==> src/rtl/sauria_pkg.sv <==
// sauria_pkg: shared constants and types for the SRAM C port arbiter slice.
//   ADRC_W / SRAMC_W / SRAMC_N  : SRAM C address width, word width, elements per word
//   OC_W                        : width of one write-mask element
//   SRAMC_RD_LAT                : default SRAM C read latency
//   SRAMC_STARVE_MAX            : default DMA starvation bound
//   sramc_req_t                 : one request (write flag, address, data, element mask)
//   arb_id_e                    : requester identity carried with a read
//   rd_tag_t                    : one read-tag pipe slot
package sauria_pkg;

    localparam int unsigned ADRC_W           = 12;
    localparam int unsigned SRAMC_W          = 128;
    localparam int unsigned SRAMC_N          = 4;
    localparam int unsigned OC_W             = SRAMC_W / SRAMC_N;
    localparam int unsigned SRAMC_RD_LAT     = 1;
    localparam int unsigned SRAMC_STARVE_MAX = 8;

    typedef struct packed {
        logic               we;
        logic [ADRC_W-1:0]  addr;
        logic [SRAMC_W-1:0] wdata;
        logic [SRAMC_N-1:0] wmask;
    } sramc_req_t;

    typedef enum logic {
        ARB_CORE = 1'b0,
        ARB_DMA  = 1'b1
    } arb_id_e;

    typedef struct packed {
        logic    valid;
        arb_id_e id;
    } rd_tag_t;

endpackage

==> src/rtl/sramc_rd_tag_pipe.sv <==
// sramc_rd_tag_pipe: DEPTH-stage shift register of {valid, requester id} that
// follows each issued SRAM read until its data appears on the SRAM read port.
//   i_clk, i_rstn     : clock, asynchronous active-low reset (flushes all tags)
//   i_valid, i_id     : tag entering at the command register stage
//   o_valid, o_id     : tag leaving after DEPTH cycles
module sramc_rd_tag_pipe
    import sauria_pkg::*;
#(
    parameter int unsigned DEPTH = SRAMC_RD_LAT
) (
    input  logic    i_clk,
    input  logic    i_rstn,
    input  logic    i_valid,
    input  arb_id_e i_id,
    output logic    o_valid,
    output arb_id_e o_id
);

    rd_tag_t tag_q [DEPTH];

    always_ff @(posedge i_clk or negedge i_rstn) begin
        if (!i_rstn) begin
            for (int unsigned i = 0; i < DEPTH; i++) begin
                tag_q[i] <= '{valid: 1'b0, id: ARB_CORE};
            end
        end else begin
            tag_q[0] <= '{valid: i_valid, id: i_id};
            for (int unsigned i = 1; i < DEPTH; i++) begin
                tag_q[i] <= tag_q[i-1];
            end
        end
    end

    always_comb begin
        o_valid = tag_q[DEPTH-1].valid;
        o_id    = tag_q[DEPTH-1].id;
    end

endmodule

==> src/rtl/sramc_port_arbiter.sv <==
// sramc_port_arbiter: shares the single SRAM C port between the core psum
// manager and the DMA engine. Core has priority; a starvation counter forces a
// DMA grant after STARVE_MAX consecutive denied cycles. Read data is steered
// back to the issuing requester via a tag pipe.
//   i_clk, i_rstn                 : clock, asynchronous active-low reset
//   i_{core,dma}_req/we/addr/wdata/wmask : requests, held stable until granted
//   o_{core,dma}_gnt              : combinational grants (at most one)
//   o_{core,dma}_rvalid, o_rdata  : read response, one cycle per granted read
//   o_sram_en/we/addr/wdata/wmask : registered SRAM command
//   i_sram_rdata                  : SRAM read data, RD_LAT cycles after command
// Optional: define SRAMC_ARB_STATS_EN to add o_stat_conflicts and
// o_stat_starve_forced (32-bit saturating event counters).
module sramc_port_arbiter
    import sauria_pkg::*;
#(
    parameter int unsigned ADR_W      = ADRC_W,
    parameter int unsigned DAT_W      = SRAMC_W,
    parameter int unsigned NEL        = SRAMC_N,
    parameter int unsigned RD_LAT     = SRAMC_RD_LAT,
    parameter int unsigned STARVE_MAX = SRAMC_STARVE_MAX
) (
    input  logic             i_clk,
    input  logic             i_rstn,
    input  logic             i_core_req,
    input  logic             i_core_we,
    input  logic [ADR_W-1:0] i_core_addr,
    input  logic [DAT_W-1:0] i_core_wdata,
    input  logic [NEL-1:0]   i_core_wmask,
    input  logic             i_dma_req,
    input  logic             i_dma_we,
    input  logic [ADR_W-1:0] i_dma_addr,
    input  logic [DAT_W-1:0] i_dma_wdata,
    input  logic [NEL-1:0]   i_dma_wmask,
    output logic             o_core_gnt,
    output logic             o_dma_gnt,
    output logic             o_core_rvalid,
    output logic             o_dma_rvalid,
    output logic [DAT_W-1:0] o_rdata,
    output logic             o_sram_en,
    output logic             o_sram_we,
    output logic [ADR_W-1:0] o_sram_addr,
    output logic [DAT_W-1:0] o_sram_wdata,
    output logic [NEL-1:0]   o_sram_wmask,
    input  logic [DAT_W-1:0] i_sram_rdata
`ifdef SRAMC_ARB_STATS_EN
    ,
    output logic [31:0]      o_stat_conflicts,
    output logic [31:0]      o_stat_starve_forced
`endif
);

    localparam int unsigned      CNT_W   = $clog2(STARVE_MAX + 1);
    localparam logic [CNT_W-1:0] CNT_MAX = CNT_W'(STARVE_MAX);

    sramc_req_t       core_req_s;
    sramc_req_t       dma_req_s;
    sramc_req_t       sel_req_s;
    arb_id_e          sel_id;
    arb_id_e          cmd_id;
    logic [CNT_W-1:0] starve_cnt;
    logic [CNT_W-1:0] starve_nxt;
    logic             dma_prio;
    logic             any_gnt;
    logic             tag_valid;
    arb_id_e          tag_id;

    // Requests travel through the package struct, which is sized for the
    // default SRAM C geometry; the casts are identity at default parameters.
    always_comb begin
        core_req_s = '{we:    i_core_we,
                       addr:  ADRC_W'(i_core_addr),
                       wdata: SRAMC_W'(i_core_wdata),
                       wmask: SRAMC_N'(i_core_wmask)};
        dma_req_s  = '{we:    i_dma_we,
                       addr:  ADRC_W'(i_dma_addr),
                       wdata: SRAMC_W'(i_dma_wdata),
                       wmask: SRAMC_N'(i_dma_wmask)};
    end

    // Arbitration and starvation tracking.
    always_comb begin
        dma_prio   = (starve_cnt == CNT_MAX);
        o_core_gnt = 1'b0;
        o_dma_gnt  = 1'b0;
        if (i_rstn) begin
            if (i_dma_req && (dma_prio || !i_core_req)) begin
                o_dma_gnt = 1'b1;
            end else if (i_core_req) begin
                o_core_gnt = 1'b1;
            end
        end
        any_gnt   = o_core_gnt | o_dma_gnt;
        sel_id    = o_dma_gnt ? ARB_DMA : ARB_CORE;
        sel_req_s = o_dma_gnt ? dma_req_s : core_req_s;

        starve_nxt = starve_cnt;
        if (!i_dma_req || o_dma_gnt) begin
            starve_nxt = '0;
        end else if (starve_cnt != CNT_MAX) begin
            starve_nxt = starve_cnt + CNT_W'(1);
        end
    end

    // Registered SRAM command; fields hold when idle, only the enable drops.
    always_ff @(posedge i_clk or negedge i_rstn) begin
        if (!i_rstn) begin
            o_sram_en    <= 1'b0;
            o_sram_we    <= 1'b0;
            o_sram_addr  <= '0;
            o_sram_wdata <= '0;
            o_sram_wmask <= '0;
            cmd_id       <= ARB_CORE;
            starve_cnt   <= '0;
        end else begin
            o_sram_en  <= any_gnt;
            starve_cnt <= starve_nxt;
            if (any_gnt) begin
                o_sram_we    <= sel_req_s.we;
                o_sram_addr  <= ADR_W'(sel_req_s.addr);
                o_sram_wdata <= DAT_W'(sel_req_s.wdata);
                o_sram_wmask <= NEL'(sel_req_s.wmask);
                cmd_id       <= sel_id;
            end
        end
    end

    // The tag enters alongside the registered command, so after RD_LAT more
    // edges it lines up with the SRAM read data.
    sramc_rd_tag_pipe #(
        .DEPTH (RD_LAT)
    ) u_rd_tag_pipe (
        .i_clk   (i_clk),
        .i_rstn  (i_rstn),
        .i_valid (o_sram_en & ~o_sram_we),
        .i_id    (cmd_id),
        .o_valid (tag_valid),
        .o_id    (tag_id)
    );

    always_comb begin
        o_core_rvalid = tag_valid && (tag_id == ARB_CORE);
        o_dma_rvalid  = tag_valid && (tag_id == ARB_DMA);
        o_rdata       = tag_valid ? i_sram_rdata : '0;
    end

`ifdef SRAMC_ARB_STATS_EN
    always_ff @(posedge i_clk or negedge i_rstn) begin
        if (!i_rstn) begin
            o_stat_conflicts     <= '0;
            o_stat_starve_forced <= '0;
        end else begin
            if (i_core_req && i_dma_req && (o_stat_conflicts != '1)) begin
                o_stat_conflicts <= o_stat_conflicts + 32'd1;
            end
            if (o_dma_gnt && dma_prio && (o_stat_starve_forced != '1)) begin
                o_stat_starve_forced <= o_stat_starve_forced + 32'd1;
            end
        end
    end
`endif

endmodule

==> config.mk <==
export PLATFORM = sky130hd
export DESIGN_NAME = sramc_port_arbiter
export DESIGN_NICKNAME = d
export VERILOG_FILES = /design/src/rtl/sauria_pkg.sv /design/src/rtl/sramc_rd_tag_pipe.sv /design/src/rtl/sramc_port_arbiter.sv
export SDC_FILE = /design/constraint.sdc
export NUM_CORES = 1
export LEC_CHECK = 0
export BUFFER_PORTS_ARGS = -buffer_cell sky130_fd_sc_hd__buf_2
export CAP_MARGIN = 30
export CORE_AREA = 2 2 275 277
export DETAILED_ROUTE_END_ITERATION = 16
export DIE_AREA = 0 0 277 279
export SYNTH_ARGS = -nofsm -noshare
export SYNTH_HDL_FRONTEND = slang
export SYNTH_HIERARCHICAL = 1
export SYNTH_SLANG_ARGS = --single-unit
==> constraint.sdc <==
create_clock -name i_clk -period 2.2 [get_ports i_clk]
set_input_delay 0.33 -clock i_clk [delete_from_list [all_inputs] [get_ports i_clk]]
set_output_delay 0.33 -clock i_clk [all_outputs]
set_load 0.01 [all_outputs]
# --- Yosys cells after proc, flatten, opt, wreduce, memory -nomap -nowiden ---
# Cells that the tools add are included.
totals:
  regBits: 153
  latch_bits: 0
  mem_bits_rw: 0
  romBits: 0
  inputBits: 422
  out_inout_bits: 278
  word_cells: 34
  memories: 0
classes:
  addsub: 1
  multipliers: 0
  n_div: 0
  magnitude_cmp: 0
  eq_ne: 2
  shifts: 0
  mux: 10
  bitwise: 4
  reduce_logical: 8
ops:
  columns: ["cell", "n"]
  rows:
  - ["145-bit 2-to-1 mux", 1]
  - ["128-bit 2-to-1 mux", 1]
  - ["4-bit 2-to-1 mux", 2]
  - ["1-bit 2-to-1 mux", 6]
  - ["4-bit by 1-bit adder with 4-bit output, second input constant", 1]
  - ["4-bit == test, second input constant", 1]
  - ["4-bit != test, second input constant", 1]
  - ["1-bit logical AND", 3]
  - ["1-bit logical NOT", 2]
  - ["1-bit logical OR", 2]
  - ["1-bit inverter", 2]
  - ["2-bit nonzero test", 1]
  - ["1-bit AND", 1]
  - ["1-bit OR", 1]

# --- Longest topological paths before layout ---
logic_depth:
  depth_word: 7
  mapped_depth: 7
  depth_no_buf: 5

# --- Cells and area by module ---
# The synthesis kept the hierarchy.
modules_own_cells:
  columns: ["mod", "instances", "cells_per_inst", "area_per_inst_um2", "seq_area_each_um2"]
  rows:
  - ["sramc_port_arbiter", 1, 709, 8439.3, 3778.6]
  - ["sramc_rd_tag_pipe", 1, 2, 50.0, 50.0]

# --- Least setup slack after synthesis ---
# Ideal clock, no wire load.
synth_timing:
  path_type: "reg-to-reg"
  startpoint: "register starve_cnt[0]"
  endpoint: "register o_sram_addr[10]"
  setup_time_ns: 0.126
  t_arrival_ns: 1.514
  t_required_ns: 2.074
  path_slack_ns: 0.560
  path_stages_with_launch: 8
  path_buffers: 2
  period_less_slack_ns: 1.640
  cell_sequence: "dfrtp_1 > inv_1 > ha_1 > nand3b_4 > buf_6 > buf_6 > o2111a_1 > a221o_1"
synth_via:
  elab_chain_len: 6
  word_cells_on_any_way: 9
  classes_between: "eq/ne (1); mux (5); bitwise (1); reduce/logical (2)"
synth_lines:
  columns: ["element", "line", "text"]
  rows:
  - ["start: declaration", "sramc_port_arbiter.sv:60", "logic [CNT_W-1:0] starve_cnt;"]
  - ["start signal: assignment", "sramc_port_arbiter.sv:116", "starve_cnt <= starve_nxt;"]
  - ["4-bit == test (*)", "sramc_port_arbiter.sv:82", "dma_prio = (starve_cnt == CNT_MAX);"]
  - ["1-bit logical OR (*)", "sramc_port_arbiter.sv:86", "if (i_dma_req && (dma_prio || !i_core_req)) begin"]
  - ["1-bit logical AND (*)", "sramc_port_arbiter.sv:86", null]
  - ["1-bit 2-to-1 mux", "sramc_port_arbiter.sv:86", null]
  - ["1-bit 2-to-1 mux", "sramc_port_arbiter.sv:85", "if (i_rstn) begin"]
  - ["145-bit 2-to-1 mux or 1-bit OR (tied branches)", "sramc_port_arbiter.sv:94, sramc_port_arbiter.sv:92", null]
  - ["end signal: assignment", "sramc_port_arbiter.sv:119", "o_sram_addr <= ADR_W'(sel_req_s.addr);"]
  - ["end: declaration", "sramc_port_arbiter.sv:41", "output logic [ADR_W-1:0] o_sram_addr,"]
# Mark *: on every way between the ends. The rest lies on a longest branch, timed or not.
# A chain may end at the register's enable or synchronous reset.

# --- Worst setup path after layout ---
layout_timing:
  startpoint: "input port i_rstn"
  endpoint: "register o_sram_wdata[51]"
layout_via:
  elab_chain_len: 2
  word_cells_on_any_way: 4
  classes_between: "mux (3); bitwise (1)"
layout_lines:
  columns: ["element", "line", "text"]
  rows:
  - ["start: declaration", "sramc_port_arbiter.sv:23", "input logic i_rstn,"]
  - ["1-bit 2-to-1 mux", "sramc_port_arbiter.sv:85", null]
  - ["145-bit 2-to-1 mux or 1-bit OR (tied branches)", "sramc_port_arbiter.sv:94, sramc_port_arbiter.sv:92", null]
  - ["end signal: assignment", "sramc_port_arbiter.sv:120", "o_sram_wdata <= DAT_W'(sel_req_s.wdata);"]
  - ["end: declaration", "sramc_port_arbiter.sv:42", "output logic [DAT_W-1:0] o_sram_wdata,"]
# Parallel ways exist; a longest one is shown, timed or not.

==> implementation parameters <==
Parameter                              Value

Run status
  Result of the run ... completed

Floorplan
  Die height ... ~280 µm
  Horiz. Die Dim ... about 280 µm
  Total die area ... slightly below 80000 µm²
  Cell Rows ... 100
  Starting density of the core ... 0.1146
  Ports placed on the boundary ... 700
  Placeable core area ... 74070 µm²

Clocking
  Clock sinks ... roughly 150
  CTS buffer count ... 17
  CTS H-tree depth ... 4
  Clock transition at the registers of the reported paths ... around 80 ps
  CTS Root Cell ... sky130_fd_sc_hd__clkbuf_16
  CTS Buffer Depth ... 2
  TritonCTS clock tree ... built
  Latest clock arrival within the worst-skew pair ... approximately 470 ps

Cells and area
  Area used by sequential logic in the layout ... about 3800 µm²
  Final std cell area, no fill ... between 10000 and 15000 µm²
  Area of combinational cells with multiple inputs ... 4099 µm²
  Fillcell total ... a little over 8000
  Layout cells sized above 1 ... 0.5655
  P&R area growth vs syn ... 62.70%
  Total Nets Final ... ~1800

STA
  Actual transition at the worst max-transition pin ... 829.9 ps
  Relative slew slack ... 0.4468
  Final-layout setup total negative slack ... 0 ps
  Number of hold violations in the final report ... 0
  Final Skew ... 12.33 ps
  Minimum clock period after layout ... ~2100 ps
  Count of final max-slew check failures ... 0
  Maximum achievable frequency ... 472.0 MHz
  Final period utilization ... 0.9631
  Total setup violations reported at the end of the flow ... 0
  Unrepaired setup endpoints after global routing ... false

Synth
  Part of the Yosys area used for sequential elements ... 0.4510
  Post-synthesis cell count ... between 700 and 800
  Synthesis Warnings ... 6
  Number of enable-type register cells in the synthesized netlist ... 0
  Fraction of synthesis flops using an asynchronous set or reset pin ... 1.000
  Netlist area before placement ... roughly 8500 µm²
  Synthesized area per cell ... 11.94 µm²
  Main synth FF type ... sky130_fd_sc_hd__dfrtp_1
  Number of flip-flops and latches in the synthesized netlist ... around 150
  Number of nets in the synthesized netlist ... 1135
  Number of unique standard cell types used by synthesis ... 27

Pwr
  Lkg Pwr ... approximately 0.0067 µW
  Peak supply drop ... between 0.0003 and 0.0004 V
  Power after layout ... between 8000 and 9000 µW
  Total power divided by cell area ... between 600 and 700 nW/µm²

Setup path
  Kind of capture point of the worst setup path ... register
  Cell repeated most along the worst path ... sky130_fd_sc_hd__buf_4
  Delay of the slowest critical-path stage ... approximately 580 ps
  Category of the most critical setup path ... primary input to register
  Startpoint of the worst-slack reg-to-reg timing path ... starve_cnt[0]
  Crit path max-delay cell type ... sky130_fd_sc_hd__dlygate4sd3_1
  Buf/Inv on CP ... 5
  Critical path peak fanout ... a little over 80
  CP Data Required Time ... 2610 ps
  Startpoint of the most critical setup path ... i_rstn
  Crit path max-delay family ... buffers and inverters
  Crit path DAT ... around 2500 ps
  Category of the worst setup path launch point ... primary input
  Sequence of cells on the critical path ... dlygate4sd3_1 -> buf_8 -> nand2_1 -> a21oi_4 -> buf_4 -> buf_4 -> buf_12 -> a221o_1

GRT
  Maximum number of pins on one net before global-route repair ... about 120
  Number of antenna violations at the first check in global routing ... 3
  Vias in the first global route ... ~9300
  Final global-route overflow total ... 0
  Wire length of the first global-routing pass ... 69160 µm
  Total routing usage reported by global routing ... 0.1231

Drt
  Total wire length ... between 40000 and 50000 µm
  Residual DRC ... 0
  TritonRoute pass-1 iters ... 5
  Routed wire per std cell ... 21.28 µm
  Number of vias per cell ... 4.063
  Via count ... 9524
  First DRT Iteration DRCs ... around 640
  Number of routed nets with antenna violations ... 0

Run
  Reported max-cap violation count ... 0

Placement
  Final HPWL DP ... about 37000 µm
  Routability Congestion ... roughly 0.94
  Instance area at placement ... around 13000 µm²
  Quantity of I/O buffers inserted on ports ... 699

Min path
  Hold Crit Class ... primary input to register
  Source of the worst hold timing path ... i_dma_wdata[14]
placed cells by master, fill, tap and decap left out, types with 3 or more instances in the layout:
| master | netlist | routed |
|---|---|---|
| sky130_fd_sc_hd__clkbuf_16 | 0 | 17 |
| sky130_fd_sc_hd__nor2b_1 | 3 | 3 |
| sky130_fd_sc_hd__inv_6 | 0 | 6 |
| sky130_fd_sc_hd__buf_12 | 0 | 11 |
| sky130_fd_sc_hd__and2_1 | 129 | 129 |
| sky130_fd_sc_hd__inv_8 | 0 | 3 |
| sky130_fd_sc_hd__buf_4 | 0 | 24 |
| sky130_fd_sc_hd__o2111a_1 | 145 | 145 |
| sky130_fd_sc_hd__nor3_1 | 3 | 3 |
| sky130_fd_sc_hd__buf_2 | 33 | 696 |
| sky130_fd_sc_hd__a221o_1 | 145 | 145 |
| sky130_fd_sc_hd__dfrtp_1 | 153 | 152 |
| sky130_fd_sc_hd__dlygate4sd3_1 | 0 | 5 |
registers in the layout, summed over array words and instances (netlist names):
register               cells
starve_cnt                 4
o_sram_en                  1
o_sram_addr               12
cmd_id                     1
u_rd_tag_pipe/o_id         1
o_sram_wmask               4
o_sram_wdata             128
o_sram_we                  1
u_rd_tag_pipe/o_valid      1
synthesized netlist by cell type, types with 2 or more instances:
library cell | instances | area (µm²)
sky130_fd_sc_hd__ha_1 | 2 | 25.02
sky130_fd_sc_hd__nor2b_1 | 3 | 18.77
sky130_fd_sc_hd__inv_2 | 2 | 7.510
sky130_fd_sc_hd__buf_2 | 33 | 165.2
sky130_fd_sc_hd__nor3_1 | 3 | 15.01
sky130_fd_sc_hd__inv_1 | 2 | 7.510
sky130_fd_sc_hd__buf_6 | 16 | 180.2
sky130_fd_sc_hd__clkbuf_1 | 53 | 198.9
sky130_fd_sc_hd__nand2_1 | 2 | 7.510
sky130_fd_sc_hd__o2111a_1 | 145 | 1633
sky130_fd_sc_hd__and2_1 | 129 | 807.0
sky130_fd_sc_hd__a21oi_1 | 2 | 10.01
sky130_fd_sc_hd__a221o_1 | 145 | 1451
sky130_fd_sc_hd__dfrtp_1 | 153 | 3829
sky130_fd_sc_hd__buf_1 | 9 | 33.78
metal layers:
metal,wire [µm],track usage,share of wire,up-vias
met4,1344,0.04613,0.027,0
met1,20720,0.1499,0.42,4704
met2,24030,0.2038,0.48,518
met3,3790,0.03749,0.076,47
li1,-,-,-,4255
met5,0,0,0,-
path summary, 6_finish.rpt:
path	end	slack, ps	cells past startpoint
setup / recovery	o_sram_wdata[51]	80	8
hold / removal	o_sram_wdata[14]	80	2
setup reg to reg	o_sram_wdata[51]	90	8
hold reg to reg	u_rd_tag_pipe/o_id	430	0
max in group asynchronous	o_sram_wdata[112]	340	4
min in group asynchronous	o_sram_wdata[101]	620	3
worst reg2reg max path, stage by stage (launching register included):
cell	delay, ps
sky130_fd_sc_hd__dfrtp_1	410
sky130_fd_sc_hd__inv_2	80
sky130_fd_sc_hd__ha_4	170
sky130_fd_sc_hd__nand3b_4	110
sky130_fd_sc_hd__a21oi_4	80
sky130_fd_sc_hd__buf_4	150
sky130_fd_sc_hd__buf_4	150
sky130_fd_sc_hd__buf_12	170
sky130_fd_sc_hd__a221o_1	670
final cells by class:
class / count / share of cell area
multi-input combinational: 443 / 0.2968
inverter: 4 / 0.001268
clock buffer: 17 / 0.03080
clock inverter: 15 / 0.01150
tap: 969 / 0.08778
antenna: 1 / 0.0001812
timing repair buffer: 742 / 0.2942
sequential: 153 / 0.2775
repair_timing:
action / CTS / global route
setup buffers: 2 / 3
pin swaps: 2 / 0
endpoints found under the hold margin: 19 / 0
gates cloned: 2 / 0
resized for setup: 4 / 1
hold buffers: 5 / 0
endpoints found under the setup margin: 17 / 9
stage by stage:
stage | hold WS, ps | cells | utilization | setup slack [ps]
finish | 76.05 | 2344 | 0.1865 | 81.20
global route | 24.34 | 2344 | 0.1865 | 8.493
CTS | 8.192 | 2339 | 0.1857 | 3.842
detailed placement | 227.5 | 2298 | 0.1758 | 205.8
global placement | 227.3 | 2298 | 0.1758 | 209.1
floorplan | 34.41 | 711 | - | 559.7
power by group:
part	internal, µW	switching, µW	leakage [µW]
clock	1610	1510	0.000288
combinational	1110	1250	0.00455
sequential	3170	233	0.00189
kinds of logic (layout without fill, tap and decap cells):
logic type	after synthesis	count (layout)	synth area share
buffers and inverters	115	778	0.06986
other	0	1	0
AND/OR/NAND/NOR	143	143	0.1063
flip-flops	153	153	0.4510
XOR/XNOR	2	2	0.002064
AO/OA/AOI/OAI	296	296	0.3679
adder cells (fa/ha/maj)	2	2	0.002947
(Power assumes the default switching activity.)
